<file path="src/rtl/updown_counter_param.sv">
// rtl/updown_counter_param.sv - parametrised loadable up/down modulo counter
//
// Purpose:
//   Counts 0..MAX_VAL (modulus MAX_VAL+1) in either direction.
//   A synchronous load clamps its value to MAX_VAL.
//   It drives a combinational terminal-count flag and a registered one-cycle wrap pulse.
//   Per-edge priority: reset > load_en > en > hold.
//
// Optional build macro:
//   UPDOWN_COUNTER_SAT_EN - when defined, the count saturates at the ends
//   instead of wrapping, and wrap stays 0. The port list does not change.
//
// Ports:
//   clk      in   rising-edge clock
//   reset    in   synchronous active-high reset (q_out <= RST_VAL, wrap <= 0)
//   en       in   count enable, one step per clock while high
//   load_en  in   synchronous parallel load of data_in (clamped to MAX_VAL)
//   data_in  in   [WIDTH-1:0] load value
//   up_dn    in   direction, 1 = up, 0 = down
//   q_out    out  [WIDTH-1:0] registered count
//   tc       out  terminal count for the current direction (combinational)
//   wrap     out  registered pulse, high the cycle after a wrap-around edge

module updown_counter_param #(
  parameter int WIDTH   = 4,
  parameter int MAX_VAL = 9,
  parameter int RST_VAL = 0
) (
  input  logic             clk,
  input  logic             reset,
  input  logic             en,
  input  logic             load_en,
  input  logic [WIDTH-1:0] data_in,
  input  logic             up_dn,
  output logic [WIDTH-1:0] q_out,
  output logic             tc,
  output logic             wrap
);

  localparam logic [WIDTH-1:0] MAX_V  = WIDTH'(MAX_VAL);
  localparam logic [WIDTH-1:0] RST_V  = WIDTH'(RST_VAL);
  localparam logic [WIDTH-1:0] ZERO_V = '0;
  localparam logic [WIDTH-1:0] ONE_V  = WIDTH'(1);

  logic [WIDTH-1:0] q_q, q_d;
  logic             wrap_q, wrap_d;
  logic             at_max, at_zero;

  assign at_max  = (q_q == MAX_V);
  assign at_zero = (q_q == ZERO_V);

  always_comb begin
    q_d    = q_q;
    wrap_d = 1'b0;
    if (load_en) begin
      // Clamp out-of-range loads so values above MAX_VAL stay unreachable.
      q_d = (data_in > MAX_V) ? MAX_V : data_in;
    end else if (en) begin
      if (up_dn) begin
        if (at_max) begin
`ifdef UPDOWN_COUNTER_SAT_EN
          q_d    = MAX_V;
`else
          q_d    = ZERO_V;
          wrap_d = 1'b1;
`endif
        end else begin
          q_d = q_q + ONE_V;
        end
      end else begin
        if (at_zero) begin
`ifdef UPDOWN_COUNTER_SAT_EN
          q_d    = ZERO_V;
`else
          q_d    = MAX_V;
          wrap_d = 1'b1;
`endif
        end else begin
          q_d = q_q - ONE_V;
        end
      end
    end
  end

  always_ff @(posedge clk) begin
    if (reset) begin
      q_q    <= RST_V;
      wrap_q <= 1'b0;
    end else begin
      q_q    <= q_d;
      wrap_q <= wrap_d;
    end
  end

  assign q_out = q_q;
  assign wrap  = wrap_q;
  // tc follows up_dn immediately, independent of en.
  assign tc    = (up_dn & at_max) | (~up_dn & at_zero);

endmodule
</file>
<file path="config.mk">
export PLATFORM = sky130hd
export DESIGN_NAME = updown_counter_param
export DESIGN_NICKNAME = d
export VERILOG_FILES = /design/src/rtl/updown_counter_param.sv
export SDC_FILE = /design/constraint.sdc
export NUM_CORES = 1
export LEC_CHECK = 0
export BUFFER_PORTS_ARGS = -buffer_cell sky130_fd_sc_hd__buf_4
export CORE_AREA = 2 2 39 41
export CTS_BUF_LIST = sky130_fd_sc_hd__clkbuf_4 sky130_fd_sc_hd__clkbuf_8
export DETAILED_ROUTE_END_ITERATION = 12
export DIE_AREA = 0 0 41 43
export GPL_ROUTABILITY_DRIVEN = 0
export GPL_TIMING_DRIVEN = 1
export HOLD_SLACK_MARGIN = 0.12
export PLACE_DENSITY_LB_ADDON = 0.2
export REMOVE_ABC_BUFFERS = 1
export SYNTH_ARGS = -nofsm -noshare
export SYNTH_HDL_FRONTEND = slang
export SYNTH_SLANG_ARGS = --single-unit
</file>
<file path="constraint.sdc">
create_clock -name clk -period 1.86 [get_ports clk]
set_clock_uncertainty 0.2 [all_clocks]
set_input_delay 0.372 -clock clk [delete_from_list [all_inputs] [get_ports clk]]
set_output_delay 0.372 -clock clk [all_outputs]
set_load 0.01 [all_outputs]
</file>
# == After elaboration in Yosys (flattened, before gate mapping) ==
# Cells that the tools add are included.
# op_classes
addsub,2
magnitude_cmp,1
eq_ne,1
mux,9
bitwise_logic,5
reduce_logical,3
# op_table
op,n
2-to-1 mux 4 bit,6
"adder 4 x 1 -> 4 bit, second input constant",1
"== test 4 bit, second input constant",1
"> comparator 4 bit, second input constant",1
logical NOT 4 bit,1
"subtractor 4 x 1 -> 4 bit, second input constant",1
2-to-1 mux 1 bit,3
OR reduction 3 bit,1
bitwise AND 1 bit,2
NOT 1 bit,2
nonzero test 2 bit,1
OR 1 bit,1
# word_totals
register_bits,5
input_bits,9
out_inout_bits,6

# == Logic depth before layout (Yosys ltp) ==
# depth
word_depth,5
depth_mapped,4
ltp_nobuf,3

# == Worst setup path after synthesis ==
# OpenSTA, ideal clock, no wires.
# synth_path
path_kind,input -> output
startpoint,input port up_dn
endpoint,output port tc
arrival_ns,1.260
t_required_ns,1.288
setup_slack_ns,0.028
stages,3
cell_sequence,clkbuf_1 -> or3_1 -> a211oi_1
# synth_between
elab_chain_cells,3
elab_cells_between_ends,4
classes_between,bitwise: 4
# synth_rtl
element,line_no,text
"start, declared",34,"input logic up_dn,"
NOT 1 bit,98,assign tc = (up_dn & at_max) | (~up_dn & at_zero);
bitwise AND 1 bit,98,
OR 1 bit *,98,
"end, declared",36,"output logic tc,"
# Every way passes the cells marked *; elsewhere a longest branch is shown, timed or not.

# == Worst setup path after layout ==
# layout_path
startpoint,"register q_q[0], in the netlist q_out[0]"
endpoint,output port tc
# layout_between
elab_chain_cells,3
elab_cells_between_ends,5
classes_between,eq/ne: 1; bitwise: 3; reduce/logical: 1
# layout_rtl
element,line_no,text
"start, declared",45,"logic [WIDTH-1:0] q_q, q_d;"
"start signal, assigned",90,q_q <= q_d;
== test 4 bit or logical NOT 4 bit (tied branches),"49, 50",
bitwise AND 1 bit,98,
OR 1 bit *,98,
# Marks and branches as above.

==> impl_results.md <==
* CP startpoint kind: flip-flop
* Die area at 0.00176 mm²
* Largest net degree at the start of global routing at 14
* Routed WL per cell at about 13 µm
* CTS tree: yes
* Max cap viols at 0
* Clock share of power at 0.382
* Sequential power share at 0.317
* Avg Cell Area, Syn at 8.16 µm²
* Std-Cell Rows at 14
* Net count, final at 75
* Final wirelength at ~1100 µm
* Max FO, Critical Path at 2
* VDD IR max at between 0.2 and 0.25 mV
* Tmin final at ~1.9 ns
* Fin. Hold Viols at 0
* Comb power frac at 0.300
* Initial antenna violation count at 0
* DR pass1 iterations at 4
* Post-synth EDFFs at 0
* Hold_buf cts at 0
* Vias in the first global route at approximately 330
* H-tree Lvls at 1
* Net Sw Frac at 0.285
* Clk buf depth at 2
* Die height at roughly 43 µm
* Hold crit path type: primary input to flip-flop
* F_max at between 500 and 600 MHz
* RSZ-0062 raised after global routing: true
* Commonest cells post-synth: dfxtp_1 (5), inv_1 (5), o21ai_0 (3)
* Clock sinks at 5
* Clk pin slew, worst setup/hold paths at around 0.05 ns
* Crit path DAT at around 1.3 ns
* Die width at 41 µm
* Crit path kind: flip-flop to output pin
* DR DRC count at 0
* Number of synthesized register bits at 5
* Area contributors post-synth: dfxtp_1 (27%), inv_1 (5.0%), xnor2_1 (4.7%)
* Crit path launch: q_out[0]
* First-pass GRT wire length at between 1500 and 2000 µm
* Diode count at 0
* HPWL after DPL at 740 µm
* Period utilization at 0.998
* Share of the synthesized area in the top cell type at 0.267
* Post-route ant nets at 0
* # IOs at 15
* Gr ovfl total at 0
* Num CTS Buffers at 3
* Area leader, netlist: dfxtp_1
* Worst hold start: reset
* Via count at between 400 and 500
* Power density over cell area at 676 mW/mm²
* Final Util at 0.401
* Worst-Margin Slew at just over 0.3 ns
* Worst R2R Start: q_out[0]
* Clock latency on the worst-skew pair at about 0.24 ns
* Final setup violation count at 0
* Gr usage total at 0.133
* Design Power at 0.375 mW
* Starting Density at 0.271
* Sequential element share of the synthesized area at 0.267
* Syn. warnings at 0
* Vias per cell at 5.26
* Area Growth Syn to Fin at 47.7%
* Core box area at between 0.001 and 0.0015 mm²
* Initial DRC Count at 7
* CTS Root Buffer Type: clkbuf_4
* Post-CTS setup buffers at 0
* Pleak at about 0.27 nW
* Port bufs at 14
* Finished layout cell area at between 500 and 600 µm²
* Synthesized area at between 300 and 400 µm²
* Top FF cell, synth: dfxtp_1
* Slew headroom at 0.792
* Syn Inst Count at 46
* WP data required at between 1 and 1.5 ns
* Final Max Slew Viols at 0
* Sw power at between 0.1 and 0.15 mW
* Distinct cell type count of the synthesized netlist at 32
* Synth async-reset ratio at 0
* DP Area at ~500 µm²
* Status: complete, no violations
* Int Pwr at roughly 0.27 mW
* Filler instances at roughly 150
* Share of post-route cells with drive strength above 1 at 0.415
* Critical Path Sink Type: output pin
timing repair:
| action | 4_1_cts | 5_1_grt |
|---|---|---|
| resized for setup | 1 | 2 |
| endpoints found under the setup margin | 1 | 1 |
| pin swaps | 2 | 0 |
registers in the layout, summed over array words and instances, names as in the netlist:
name,flops
wrap,1
q_out,4
worst max-delay path, stage by stage (launching register included):
cell and delay [ns]:
dfxtp_2 0.32, or3_1 0.36, a211oi_2 0.21, buf_4 0.15
kinds of logic (layout without fill, tap and decap cells):
logic type,Yosys count,in the layout,synth area share
flops,5,5,0.267
buf+inv,9,28,0.113
xor+xnor,3,3,0.0700
simple gates,12,12,0.203
compound gates,17,17,0.347
area by class of cell:
class,instances,area [µm²],share of cell area
Inverter,5,18.8,0.0339
Tap cell,16,20.0,0.0361
Clock buffer,4,30.0,0.0542
Sequential cell,5,101,0.183
Multi-Input combinational cell,32,238,0.429
Timing Repair Buffer,19,146,0.264
layer usage:
metal | up-vias | wire length (µm) | GRT usage
met1 | 190 | 506 | 0.222
met4 | 0 | 0 | 0.0600
met2 | 19 | 501 | 0.147
met5 | - | 0 | 0
li1 | 217 | - | -
met3 | 0 | 61 | 0.0366
stage by stage:
step	setup TNS (ns)	setup WS, ns	instances	hold slack (ns)
after global routing	-0.0438	-0.0438	81	0.120
after floorplan	0	0.0732	42	0.244
after global placement	0	0.0609	77	0.375
after CTS	0	0.00820	81	0.124
after detailed placement	0	0.0300	77	0.376
final	0	0.00380	81	0.122
cells in the final DEF (no fill, tap or decap), drive strengths merged, types with 2 or more instances in the layout:
cell type and count:
nor2b 2, inv 5, o21ai 3, xnor2 2, clkbuf 4, nand4 2, dfxtp 5, buf 19
final timing paths:
check	to	slack (ns)	cells past startpoint
setup / recovery	tc	0.004	3
hold / removal	q_out[1]	0.12	2
setup reg to reg	q_out[3]	0.20	4
hold reg to reg	q_out[3]	0.48	3
power groups by stage:
stage	sequential, mW	clock (mW)	combinational (mW)
after detailed placement	0.120	0	0.109
after floorplan	0.134	0	0.0386
after CTS	0.118	0.142	0.111
after global routing	0.120	0.160	0.123
final	0.119	0.143	0.113
after global placement	0.120	0	0.109
(Power assumes the default switching activity.)
